`src/rtl/pe_accumulator_if.sv`:
```
// Product-beat input and result-FIFO output bundle of the PE accumulator.
// The producer/consumer side uses master; the accumulator uses slave.
interface pe_accumulator_if #(
    parameter int PROD_W = 64,
    parameter int OUT_W  = 32
);
    logic              in_valid;
    logic              in_first;
    logic              in_last;
    logic [PROD_W-1:0] in_prod;
    logic              out_valid;
    logic              out_ready;
    logic [OUT_W-1:0]  out_data;
    logic              out_sat;
    logic              busy;
    logic              err_overrun;
    logic              err_proto;

    modport master (
        output in_valid, in_first, in_last, in_prod, out_ready,
        input  out_valid, out_data, out_sat, busy, err_overrun, err_proto
    );

    modport slave (
        input  in_valid, in_first, in_last, in_prod, out_ready,
        output out_valid, out_data, out_sat, busy, err_overrun, err_proto
    );
endinterface

```
`src/rtl/pe_accumulator.sv`:
```
// Signed dot-product accumulator with round/shift/saturate requantization
// and a 2-entry output FIFO; the input side never stalls.
module pe_accumulator #(
    parameter int PROD_W = 64,
    parameter int ACC_W  = 80,
    parameter int OUT_W  = 32,
    parameter int SHIFT  = 8
) (
    input logic              clk,
    input logic              rst_n,
    pe_accumulator_if.slave  bus
);
    typedef enum logic [0:0] {ST_IDLE = 1'b0, ST_ACCUM = 1'b1} state_e;

    state_e            state_q;
    logic [ACC_W-1:0]  acc_q;
    logic [ACC_W-1:0]  sum_q;
    logic              sum_v_q;
    logic              err_proto_q;
    logic [ACC_W-1:0]  prod_ext_s;
    logic [ACC_W-1:0]  acc_next_s;

    logic [OUT_W-1:0]  e0_data_q, e0_data_d, e1_data_q, e1_data_d;
    logic              e0_sat_q, e0_sat_d, e1_sat_q, e1_sat_d;
    logic              v0_q, v0_d, v1_q, v1_d;
    logic              err_overrun_q, err_overrun_d;

    logic signed [ACC_W:0] sum_ext_s;
    logic signed [ACC_W:0] r_s;
    logic [OUT_W:0]        res_s;
    logic                  push_s;
    logic                  pop_s;

    assign prod_ext_s = {{(ACC_W-PROD_W){bus.in_prod[PROD_W-1]}}, bus.in_prod};

    // Sum including the current beat; a first beat or a beat in IDLE restarts it.
    always_comb begin
        acc_next_s = prod_ext_s;
        if ((state_q == ST_ACCUM) && !bus.in_first) begin
            acc_next_s = acc_q + prod_ext_s;
        end else begin
            acc_next_s = prod_ext_s;
        end
    end

    // Dot-product FSM, accumulator and final-sum pipeline register.
    always_ff @(posedge clk or negedge rst_n) begin
        if (!rst_n) begin
            state_q     <= ST_IDLE;
            acc_q       <= {ACC_W{1'b0}};
            sum_q       <= {ACC_W{1'b0}};
            sum_v_q     <= 1'b0;
            err_proto_q <= 1'b0;
        end else begin
            sum_v_q <= 1'b0;
            if (bus.in_valid) begin
                acc_q <= acc_next_s;
                if (bus.in_last) begin
                    sum_q   <= acc_next_s;
                    sum_v_q <= 1'b1;
                end
                case (state_q)
                    ST_IDLE: begin
                        state_q <= bus.in_last ? ST_IDLE : ST_ACCUM;
                    end
                    ST_ACCUM: begin
                        if (bus.in_first) begin
                            err_proto_q <= 1'b1;
                        end
                        state_q <= bus.in_last ? ST_IDLE : ST_ACCUM;
                    end
                    default: begin
                        state_q <= ST_IDLE;
                    end
                endcase
            end
        end
    end

    // One extra bit keeps the rounding add from overflowing.
    assign sum_ext_s = {sum_q[ACC_W-1], sum_q};

    generate
        if (SHIFT > 0) begin : g_round
            localparam logic [ACC_W:0] HALF = (ACC_W+1)'(1) << (SHIFT-1);
            logic signed [ACC_W:0] rnd_s;
            assign rnd_s = sum_ext_s + $signed(HALF);
            assign r_s   = rnd_s >>> SHIFT;
        end else begin : g_noround
            assign r_s = sum_ext_s;
        end
    endgenerate

    // Clip to the signed output range; returns {sat, data}.
    function automatic logic [OUT_W:0] saturate(input logic signed [ACC_W:0] r);
        logic [ACC_W-OUT_W+1:0] upper;
        logic [OUT_W:0]         res;
        upper = r[ACC_W:OUT_W-1];
        if ((&upper) || (~|upper)) begin
            res = {1'b0, r[OUT_W-1:0]};
        end else if (r[ACC_W]) begin
            res = {1'b1, 1'b1, {(OUT_W-1){1'b0}}};
        end else begin
            res = {1'b1, 1'b0, {(OUT_W-1){1'b1}}};
        end
        return res;
    endfunction

    assign res_s  = saturate(r_s);
    assign push_s = sum_v_q;
    assign pop_s  = v0_q & bus.out_ready;

    // FIFO next state: entry 0 is the head, entry 1 the tail.
    always_comb begin
        e0_data_d     = e0_data_q;
        e0_sat_d      = e0_sat_q;
        e1_data_d     = e1_data_q;
        e1_sat_d      = e1_sat_q;
        v0_d          = v0_q;
        v1_d          = v1_q;
        err_overrun_d = err_overrun_q;
        case ({push_s, pop_s})
            2'b11: begin
                if (v1_q) begin
                    e0_data_d = e1_data_q;
                    e0_sat_d  = e1_sat_q;
                    e1_data_d = res_s[OUT_W-1:0];
                    e1_sat_d  = res_s[OUT_W];
                end else begin
                    e0_data_d = res_s[OUT_W-1:0];
                    e0_sat_d  = res_s[OUT_W];
                end
            end
            2'b01: begin
                e0_data_d = e1_data_q;
                e0_sat_d  = e1_sat_q;
                v0_d      = v1_q;
                v1_d      = 1'b0;
            end
            2'b10: begin
                if (!v0_q) begin
                    e0_data_d = res_s[OUT_W-1:0];
                    e0_sat_d  = res_s[OUT_W];
                    v0_d      = 1'b1;
                end else if (!v1_q) begin
                    e1_data_d = res_s[OUT_W-1:0];
                    e1_sat_d  = res_s[OUT_W];
                    v1_d      = 1'b1;
                end else begin
                    err_overrun_d = 1'b1;
                end
            end
            default: begin
                v0_d = v0_q;
            end
        endcase
    end

    // FIFO storage and sticky overrun flag.
    always_ff @(posedge clk or negedge rst_n) begin
        if (!rst_n) begin
            e0_data_q     <= {OUT_W{1'b0}};
            e0_sat_q      <= 1'b0;
            e1_data_q     <= {OUT_W{1'b0}};
            e1_sat_q      <= 1'b0;
            v0_q          <= 1'b0;
            v1_q          <= 1'b0;
            err_overrun_q <= 1'b0;
        end else begin
            e0_data_q     <= e0_data_d;
            e0_sat_q      <= e0_sat_d;
            e1_data_q     <= e1_data_d;
            e1_sat_q      <= e1_sat_d;
            v0_q          <= v0_d;
            v1_q          <= v1_d;
            err_overrun_q <= err_overrun_d;
        end
    end

    assign bus.out_valid   = v0_q;
    assign bus.out_data    = e0_data_q;
    assign bus.out_sat     = e0_sat_q;
    assign bus.busy        = (state_q == ST_ACCUM);
    assign bus.err_overrun = err_overrun_q;
    assign bus.err_proto   = err_proto_q;
endmodule

```
`src/flat_wrapper.sv`:
```
// flat-port wrapper written by rule: the top's interface ports become plain ports
module pe_accumulator_flat 
#(
    parameter int PROD_W = 64,
    parameter int ACC_W  = 80,
    parameter int OUT_W  = 32,
    parameter int SHIFT  = 8
)
  (clk, rst_n, bus_in_valid, bus_in_first, bus_in_last, bus_in_prod, bus_out_ready, bus_out_valid, bus_out_data, bus_out_sat, bus_busy, bus_err_overrun, bus_err_proto);
  pe_accumulator_if #(.PROD_W(PROD_W), .OUT_W(OUT_W)) bus_i ();
  input logic clk;
  input logic rst_n;
  input wire logic [$bits(bus_i.in_valid)-1:0] bus_in_valid;
  input wire logic [$bits(bus_i.in_first)-1:0] bus_in_first;
  input wire logic [$bits(bus_i.in_last)-1:0] bus_in_last;
  input wire logic [$bits(bus_i.in_prod)-1:0] bus_in_prod;
  input wire logic [$bits(bus_i.out_ready)-1:0] bus_out_ready;
  output wire logic [$bits(bus_i.out_valid)-1:0] bus_out_valid;
  output wire logic [$bits(bus_i.out_data)-1:0] bus_out_data;
  output wire logic [$bits(bus_i.out_sat)-1:0] bus_out_sat;
  output wire logic [$bits(bus_i.busy)-1:0] bus_busy;
  output wire logic [$bits(bus_i.err_overrun)-1:0] bus_err_overrun;
  output wire logic [$bits(bus_i.err_proto)-1:0] bus_err_proto;
  assign bus_i.in_valid = bus_in_valid;
  assign bus_i.in_first = bus_in_first;
  assign bus_i.in_last = bus_in_last;
  assign bus_i.in_prod = bus_in_prod;
  assign bus_i.out_ready = bus_out_ready;
  assign bus_out_valid = bus_i.out_valid;
  assign bus_out_data = bus_i.out_data;
  assign bus_out_sat = bus_i.out_sat;
  assign bus_busy = bus_i.busy;
  assign bus_err_overrun = bus_i.err_overrun;
  assign bus_err_proto = bus_i.err_proto;
  pe_accumulator #(.PROD_W(PROD_W), .ACC_W(ACC_W), .OUT_W(OUT_W), .SHIFT(SHIFT)) u_core (.clk(clk), .rst_n(rst_n), .bus(bus_i));
endmodule
```
`config.mk`:
```
export PLATFORM = sky130hd
export DESIGN_NAME = pe_accumulator_flat
export DESIGN_NICKNAME = d
export VERILOG_FILES = /design/src/rtl/pe_accumulator_if.sv /design/src/rtl/pe_accumulator.sv /design/src/flat_wrapper.sv
export SDC_FILE = /design/constraint.sdc
export NUM_CORES = 1
export LEC_CHECK = 0
export CELL_PAD_IN_SITES_DETAIL_PLACEMENT = 0
export CELL_PAD_IN_SITES_GLOBAL_PLACEMENT = 1
export CORE_UTILIZATION = 45
export DETAILED_ROUTE_END_ITERATION = 8
export DONT_BUFFER_PORTS = 1
export PLACE_DENSITY_LB_ADDON = 0.15
export SYNTH_ARGS = -nofsm -noshare
export SYNTH_HDL_FRONTEND = slang
export SYNTH_SLANG_ARGS = --single-unit
```
`constraint.sdc`:
```
create_clock -name clk -period 9.7 [get_ports clk]
set_input_delay 0.97 -clock clk [delete_from_list [all_inputs] [get_ports clk]]
set_output_delay 0.97 -clock clk [all_outputs]
set_load 0.005 [all_outputs]
```
# After elaboration in Yosys (flattened, before gate mapping)
# Index checks and enable logic that the tools add are counted.
# totals
reg_bits	232
latch_bits	0
ram_bits	0
mem_bits_ro	0
in_bits	70
output_inout_bits	37
wordCells	57
n_memories	0
# op_classes
addsub	2
multipliers	0
div	0
magnitude_cmp	0
eq_ne	6
n_shift	0
muxes	21
n_bitwise	1
reduce_logical	15
# op_table
operator	n
32-bit two-way mux	5
32-bit one-hot mux with 3 select lines	1
80-bit by 9-bit adder with 81-bit output, second input constant	1
80-bit adder	1
80-bit two-way mux	1
32-bit one-hot mux with 2 select lines	1
42-bit AND reduction	1
42-bit OR reduction	1
33-bit two-way mux	1
3-bit AND reduction	3
1-bit two-way mux	8
1-bit one-hot mux with 2 select lines	3
2-bit AND reduction	3
2-bit equality test, second input constant	2
2-bit by 1-bit != test with 1-bit output, second input constant	2
2-bit nonzero test	2
1-bit one-hot mux with 3 select lines	1
3-bit nonzero test	1
2-bit by 1-bit equality test with 1-bit output, second input constant	1
1-bit logical NOT	2
2-bit != test, second input constant	1
1-bit bitwise AND	1
1-bit logical AND	1
1-bit logical OR	1

# Longest topological paths before layout
# Gate-level depths: netlist (run 1).
# logic_depth
depth_word	8
mapped_depth	18
mapped_depth_nobuf	14

# Worst setup path after synthesis (run 1)
# OpenSTA, ideal clock, no wires.
# synth_timing
path_kind	in2reg
start	input bus_in_prod[5]
end	register u_core.sum_q[79]
setup_ps	134
arrival_ps	4057
t_required_ps	9566
path_slack_ps	5509
cell_stages	13
n_path_buf	0
path_cell_list	ha_1 > a21oi_1 > a21oi_1 > nor4b_1 > o21ai_0 > a21bo_2 > a211oi_1 > o21ai_0 > a311oi_1 > xnor2_1 > nor2_1 > xnor2_1 > o21ai_0
# synth_via
elab_chain_len	2
# synth_rtl
item	line	source
start, declared	flat_wrapper.sv:16	input wire logic [$bits(bus_i.in_prod)-1:0] bus_in_prod;
80-bit adder	pe_accumulator.sv:40	acc_next_s = acc_q + prod_ext_s;
80-bit two-way mux	pe_accumulator.sv:39	if ((state_q == ST_ACCUM) && !bus.in_first) begin
end signal, assigned	pe_accumulator.sv:51	sum_q <= {ACC_W{1'b0}};
end signal, assigned	pe_accumulator.sv:59	sum_q <= acc_next_s;
end, declared	pe_accumulator.sv:17	logic [ACC_W-1:0] sum_q;
# No other way between the ends.
# A chain may end at the register's enable or synchronous reset.

# Worst setup path after layout (run 1)
# layout_timing
start	register u_core.sum_q[17]
end	register u_core.e0_data_q[25], in the netlist u_core.bus.out_data[25]
# layout_via
elab_chain_len	7
elab_cells_between_ends	10
classes_between	1 x add/sub; 5 x mux; 4 x reduce/logical
# layout_rtl
item	line	source
80-bit by 9-bit adder with 81-bit output *	pe_accumulator.sv:87	assign rnd_s = sum_ext_s + $signed(HALF);
42-bit OR reduction	pe_accumulator.sv:99	if ((&upper) || (~|upper)) begin
1-bit logical NOT	pe_accumulator.sv:99	
1-bit logical OR	pe_accumulator.sv:99	
33-bit two-way mux *	pe_accumulator.sv:99	
32-bit two-way mux (on tied branches)	pe_accumulator.sv:141, pe_accumulator.sv:124	
32-bit one-hot mux with 3 select lines *	pe_accumulator.sv:122	case ({push_s, pop_s})
end signal, assigned	pe_accumulator.sv:162	e0_data_q <= {OUT_W{1'b0}};
end signal, assigned	pe_accumulator.sv:170	e0_data_q <= e0_data_d;
end, declared	pe_accumulator.sv:23	logic [OUT_W-1:0] e0_data_q, e0_data_d, e1_data_q, e1_data_d;
# Mark *: on every way between the ends. The rest lies on a longest branch, timed or not. The select of a mux whose other input is x is not followed.

==> results of run 1 <==
placed cells by master (no fill, tap or decap), types with 29 or more instances in the layout:
cell type	instances
o311ai_0	33
o221ai_1	36
a211oi_1	29
nand2_1	202
ha_1	83
a21o_1	53
nor3_1	41
a21oi_1	230
dfrtp_1	225
inv_1	69
nand4_1	65
nand3_1	64
o21ai_0	130
xnor2_1	78
nor2_1	200
xor2_1	55
synthesized netlist by cell type (12+ instances only):
library cell	instances	area, um2
buf_2	12	60.1
nand2_1	203	762
a21oi_1	230	1150
a21o_1	53	398
nor3_1	41	205
nand3_1	64	320
o21bai_1	17	128
dfrtp_1	225	5630
a31oi_1	17	106
xor2_1	55	482
nor2_1	201	754
o311ai_0	33	289
a211oi_1	29	218
o21a_1	13	97.6
and4_1	15	131
a221oi_1	25	219
clkbuf_1	111	417
o21ai_0	130	651
inv_1	69	259
nor4_1	16	100
o221ai_1	36	315
nand4_1	65	407
xnor2_1	78	683
ha_1	83	1040
and3_1	25	156
metrics by stage:
step	hold slack, ps	power (mW)	cell area (um2)
floorplan	466	2.53	16600
global placement	486	2.87	16700
detailed placement	493	2.89	16700
CTS	61.2	4.17	17800
global route	64.3	4.41	17800
finish	83.0	4.15	17800
layout make-up:
| cell class | instances | share of cell area, % |
|---|---|---|
| Multi-Input combinational cell | 1591 | 56.9 |
| Sequential cell | 225 | 31.7 |
| Clock buffer | 33 | 4.16 |
| Tap cell | 461 | 3.25 |
| Clock inverter | 19 | 2.06 |
| Inverter | 69 | 1.46 |
| Timing Repair Buffer | 10 | 0.423 |
sequential cells by signal, summed over array words and instances (netlist names):
signal and cells:
u_core.bus.err_proto 1, u_core.push_s 1, u_core.acc_q 80, u_core.bus.err_overrun 1, u_core.bus.out_data 32, u_core.e1_sat_q 1
u_core.sum_q 73, u_core.bus.out_sat 1, u_core.bus.out_valid 1, u_core.v1_q 1, u_core.e1_data_q 32, u_core.bus.busy 1
worst max-delay path by stage:
stage / startpoint / to / slack, ps / cells after the start
2_1_floorplan: bus_in_prod[5] / u_core.sum_q[79] / 5510 / 13
5_1_grt: u_core.sum_q[16] / u_core.bus.out_data[9] / 4270 / 11
3_5_place_dp: bus_in_prod[2] / u_core.sum_q[79] / 4490 / 14
3_3_place_gp: bus_in_prod[2] / u_core.sum_q[79] / 4600 / 14
4_1_cts: u_core.sum_q[16] / u_core.bus.out_data[25] / 4650 / 11
6_report: u_core.sum_q[17] / u_core.bus.out_data[25] / 4610 / 11
report_power, final:
part | switching [mW] | internal (mW)
sequential | 0.284 | 1.20
clock | 0.446 | 0.811
combinational | 0.824 | 0.582
total | 1.55 | 2.59
critical path, cell delays in order (launching register included):
cell       delay (ps)
dfrtp_1           460
nand4_2           180
nor4_2            650
nand4b_1          450
o31a_1            380
nor4_1            540
nand4_1           150
a2111oi_0         460
nand4_1           260
and2_4            360
nor2_4            830
a211oi_1          180
kinds of logic (layout without fill, tap and decap cells):
family / Yosys count / after routing / synth area share, %
XOR/XNOR: 133 / 133 / 7.04
multiplexers: 14 / 14 / 0.884
flip-flops: 225 / 225 / 34.0
AO/OA/AOI/OAI: 659 / 659 / 26.1
buffers and inverters: 206 / 131 / 5.06
AND/OR/NAND/NOR: 701 / 701 / 20.5
adder cells (fa/ha/maj): 84 / 84 / 6.39
metal layers:
layer	vias to the layer above	share of wire (%)
met5	-	0
met4	0	1.8
met3	57	5.8
met2	338	42
met1	7087	50
li1	7278	-
==> flow_metrics.env, run 1 <==
export IMPL_wl_per_cell_um=20.7
export IMPL_pre_cts_ws_ps=4490
export IMPL_die_area_um2=37600
export IMPL_syn_avg_cell_area_um2=8.19
export IMPL_tightest_slew_ps=1270
export IMPL_clk_latency_ps=580
export IMPL_fin_cells=2408
export IMPL_crit_reg2reg_capture="u_core.bus.out_data[25]"
export IMPL_final_util_pct=49.4
export IMPL_setup_violations=0
export IMPL_syn_inst=2022
export IMPL_viasPerCell=6.13
export IMPL_crit_path_end_kind="flop"
export IMPL_drcViolationCount=0
export IMPL_p_leak_nw=7.37
export IMPL_seq_area_um2=5630
export IMPL_fmax_ghz=0.196
export IMPL_drt_initial_drc_count=1216
export IMPL_synthToLayoutAreaGrowth_pct=7.27
export IMPL_yosysWarnings=0
export IMPL_worst_path_max_fanout=38
export IMPL_core_um2=35900
export IMPL_synth_edff_count=0
export IMPL_grt_total_usage_pct=26.2
export IMPL_port_buffers=0
export IMPL_drv_cap=0
export IMPL_status="complete, no violations"
export IMPL_cts_repair_resized=0
export IMPL_synth_cell_types=76
export IMPL_cts_tree="done"
export IMPL_cts_inserted_buffers=28
export IMPL_yosysSeqAreaShare_pct=34.0
export IMPL_first_global_vias=14132
export IMPL_fillers=3470
export IMPL_clock_sinks=225
export IMPL_num_antenna_cells=0
export IMPL_cts_root_buf="clkbuf_16"
export IMPL_rr_worst_depth=11
export IMPL_relSlewSlack_pct=14.4
export IMPL_antenna_left=0
export IMPL_timing_setup_tns_ps=0
export IMPL_rrSetupSlack_ps=4610
export IMPL_irDropWorstVdd_mv=0.158
export IMPL_post_cts_setup_buffers=0
export IMPL_grt_antenna_before_repair=0
export IMPL_drive_above_1_share_pct=5.80
export IMPL_layout_nets=2079
export IMPL_die_w_um=194
export IMPL_dp_hpwl_um=35300
export IMPL_grt_pass1_wl_um=79800
export IMPL_use_met2_pct=38.9
export IMPL_dr_total_vias=14760
export IMPL_grt_use_met1_pct=39.5
export IMPL_crit_required_ps=10090
export IMPL_slew_viol_final=0
export IMPL_synth_nets=2176
export IMPL_routed_wl_um=49700
export IMPL_hold_viol_final=0
export IMPL_synth_flop_cell="dfrtp_1"
export IMPL_syn_cell_area_um2=16600
export IMPL_clock_path_buffers=3
export IMPL_initial_utilization_pct=46.1
export IMPL_min_period_ps=5090
export IMPL_worstSetupPathType="reg2reg"
export IMPL_grt_busiest_layer="met1"
export IMPL_grt_setup_unrepaired="false"
export IMPL_rows=69
export IMPL_multi_input_area_um2=10100
export IMPL_hold_path_class="in2async"
export IMPL_ys_async_sr_fraction_pct=100
export IMPL_power_density_nw_per_um2=234
export IMPL_htree_levels=1
export IMPL_r2r_start="u_core.sum_q[17]"
export IMPL_grt_max_degree=226
export IMPL_postLayoutSetupSlackWorst_ps=4610
export IMPL_fin_worst_skew_ps=20.7
export IMPL_pin_count=107
export IMPL_grt_remaining_overflow=0
export IMPL_placed_cells=2356
export IMPL_cts_hold_buffers=0
export IMPL_critPathArrivalTime_ps=5480
export IMPL_ys_ff_latch=225
export IMPL_dieHeight_um=194
export IMPL_first_pass_iters=5
export IMPL_place_congestion=0.901
export IMPL_worstSetupStartpointType="flop"
export IMPL_met3_usage_pct=4.51
export IMPL_path_clk_slew_ps=70
export IMPL_fin_crit_sh_pct=52.5
(Power assumes the default switching activity.)
==> inputs of run 2 (changes only) <==
--- a/config.mk
+++ b/config.mk
@@ -5,9 +5,10 @@
 export SDC_FILE = /design/constraint.sdc
 export NUM_CORES = 1
 export LEC_CHECK = 0
+export ABC_AREA = 1
 export CELL_PAD_IN_SITES_DETAIL_PLACEMENT = 0
 export CELL_PAD_IN_SITES_GLOBAL_PLACEMENT = 1
-export CORE_UTILIZATION = 45
+export CORE_UTILIZATION = 42
 export DETAILED_ROUTE_END_ITERATION = 8
 export DONT_BUFFER_PORTS = 1
 export PLACE_DENSITY_LB_ADDON = 0.15
==> constraint.sdc (replaced) <==
create_clock -name clk -period 4.5 [get_ports clk]
set_input_delay 0.45 -clock clk [delete_from_list [all_inputs] [get_ports clk]]
set_output_delay 0.45 -clock clk [all_outputs]
set_load 0.005 [all_outputs]
==> flow_metrics.env, run 2 <==
export IMPL_top_register="u_core.acc_q"
export IMPL_initial_utilization_pct=42.9
export IMPL_top_regs="u_core.acc_q (80), u_core.sum_q (73)"
export IMPL_ys_ff_latch=225
export IMPL_critPathSlowestCell="o21bai_1"
export IMPL_wl_per_cell_um=22.9
export IMPL_synth_most_common_cell="nand2_1"
export IMPL_path_clk_slew_ps=70
export IMPL_drt_initial_drc_count=2308
export IMPL_crit_path_end_kind="flop"
export IMPL_drv_cap=0
export IMPL_grt_pass1_wl_um=131000
export IMPL_crit_cells=15
export IMPL_cts_tree="done"
export IMPL_grt_remaining_overflow=0
export IMPL_final_cell_mix="1079 x nand2_1, 440 x nor2_1, 277 x inv_1"
export IMPL_drcViolationCount=0
export IMPL_clk_latency_ps=620
export IMPL_cts_root_buf="clkbuf_16"
export IMPL_cts_inserted_buffers=30
export IMPL_fin_worst_hold_slack_ps=-472
export IMPL_viasPerCell=5.75
export IMPL_grt_max_degree=226
export IMPL_dr_total_vias=21934
export IMPL_cpLargestDelayFamily="compound AO/OA/AOI/OAI gates"
export IMPL_hold_path_class="in2async"
export IMPL_ys_top_cells_by_count="1079 x nand2_1, 441 x nor2_1, 277 x inv_1, 266 x nand3_1, 225 x dfrtp_1"
export IMPL_rr_worst_depth=15
export IMPL_final_common_cell="nand2_1"
export IMPL_antenna_left=0
export IMPL_synthToLayoutAreaGrowth_pct=9.37
export IMPL_htree_levels=1
export IMPL_min_period_ps=4330
export IMPL_violations="hold timing"
export IMPL_rows=78
export IMPL_clock_sinks=225
export IMPL_crit_required_ps=5040
export IMPL_first_global_vias=20998
export IMPL_worstSetupStartpointType="flop"
export IMPL_post_cts_setup_buffers=0
export IMPL_timing_setup_tns_ps=0
export IMPL_die_area_um2=47600
export IMPL_place_congestion=1.04
export IMPL_fin_crit_sh_pct=96.2
export IMPL_port_buffers=0
export IMPL_die_w_um=218
export IMPL_core_um2=45800
export IMPL_power_density_nw_per_um2=465
export IMPL_syn_inst=3224
export IMPL_cts_hold_buffers=11
export IMPL_yosysWarnings=0
export IMPL_placed_area_um2=20200
export IMPL_irDropWorstVdd_mv=0.346
export IMPL_fin_worst_skew_ps=18.8
export IMPL_clock_path_buffers=3
export IMPL_status="complete, but fails checks"
export IMPL_critPathArrivalTime_ps=4870
export IMPL_synth_flop_cell="dfrtp_1"
export IMPL_placed_cells=3753
export IMPL_largest_reg_flops=80
export IMPL_p_leak_nw=9.76
export IMPL_synth_area_leaders="dfrtp_1 29%, nand2_1 21%, nor2_1 8.4%"
export IMPL_synth_top_cell_by_area="dfrtp_1"
export IMPL_syn_cell_area_um2=19600
export IMPL_fmax_ghz=0.231
export IMPL_pin_count=107
export IMPL_syn_avg_cell_area_um2=6.09
export IMPL_grt_setup_unrepaired="false"
export IMPL_power_mw=10.0
export IMPL_drive_above_1_share_pct=4.51
export IMPL_tightest_slew_ps=1250
export IMPL_relSlewSlack_pct=16.7
export IMPL_setup_violations=0
export IMPL_cp_buffers_inverters=1
export IMPL_cpPeakStageDelay_ps=630
export IMPL_ys_async_sr_fraction_pct=100
export IMPL_layout_nets=3350
export IMPL_yosysSeqAreaShare_pct=28.7
export IMPL_cp_cell_sequence="ha_1 > fa_1 > nand3_1 > nand2_1 > nand2_1 > nand3_1 > inv_1 > o21ai_0 > a21oi_1 > o21bai_1 > a21oi_1 > xor2_1 > o21ai_0 > nand2_1 > o21ai_0"
export IMPL_grt_antenna_before_repair=2
export IMPL_synth_edff_count=0
export IMPL_dp_hpwl_um=67500
export IMPL_hold_viol_final=225
export IMPL_fin_cells=3817
export IMPL_first_pass_iters=9
export IMPL_worst_path_max_fanout=5
export IMPL_slew_viol_final=0
export IMPL_dieHeight_um=218
export IMPL_grt_total_usage_pct=36.6
export IMPL_synth_cell_types=46
export IMPL_netlist_area_leader_share_pct=28.7
export IMPL_routed_wl_um=87400
export IMPL_worstSetupPathType="reg2reg"
export IMPL_design_area_um2=21500
export IMPL_synth_nets=3378
export IMPL_num_antenna_cells=0
## run 2: cell count changes in the layout (fill, tap and decap cells not counted), sizes merged, moves of 33 or more
cell / delta
a31oi: +53
nand4: -47
a221oi: -34
nand3: +203
a21o: -44
nand2: +886
o21ai: +88
inv: +213
o221ai: -33
xnor2: -57
nor2: +254
a211oi: -36
## run 2: worst reg2reg max path, stage by stage, from the launching register on
cell      delay (ps)
dfrtp_1          350
ha_1             280
fa_1             310
nand3_1           90
nand2_1          200
nand2_1           90
nand3_1          330
inv_1            140
o21ai_0          390
a21oi_1          250
o21bai_1         630
a21oi_1          180
xor2_1           180
o21ai_0          540
nand2_1          170
o21ai_0          110
## run 2: where the power goes
group	switching, mW	internal (mW)
combinational	2.84	1.27
clock	1.11	1.69
sequential	0.530	2.55
total	4.48	5.52
## run 2: cells by family after synthesis
family / count (synthesis) / synth area share (%)
simple gates: 1906 / 39.9
fa+ha+maj: 84 / 5.39
buf+inv: 386 / 7.57
xor+xnor: 67 / 2.99
compound gates: 556 / 15.5
flops: 225 / 28.7
## run 2: final timing paths
kind	startpoint	end	slack, ps
min in group clk	bus_in_prod[53]	u_core.acc_q[53]	20
worst max-delay path	u_core.acc_q[0]	u_core.sum_q[48]	170
worst max register to register	u_core.acc_q[0]	u_core.sum_q[48]	170
worst min register to register	u_core.acc_q[5]	u_core.acc_q[5]	490
max in group asynchronous	rst_n	u_core.acc_q[52]	4420
worst min-delay path	rst_n	u_core.bus.out_data[18]	-470
## run 2: per-stage QoR
step	hold WS (ps)	utilization, %	setup slack [ps]
final	-472	46.9	172
after global routing	-497	46.9	146
after CTS	-494	46.9	46.1
after detailed placement	159	44.2	9.61
after global placement	159	44.2	-9.56
after floorplan	154	-	1730
## run 2: area by class of cell
class	instances	area, um2
sequential	225	5630
timing repair buffer	40	370
clock buffer	32	758
fill	4941	24300
multi-input combinational	2613	12500
tap	600	751
clock inverter	21	360
inverter	286	1070
## run 2: metal layers
| layer | up-vias | global-route usage (%) | wire length, um |
|---|---|---|---|
| li1 | 10464 | - | - |
| met1 | 10397 | 46.5 | 36000 |
| met2 | 877 | 61.2 | 41000 |
| met3 | 192 | 5.50 | 6010 |
| met4 | 4 | 16.2 | 4410 |
| met5 | - | 0 | 29 |
## run 2: what timing repair did
item	4_1_cts	5_1_grt
hold endpoints to repair	281	225
gates resized for setup	0	1
endpoints found under the setup margin	0	3
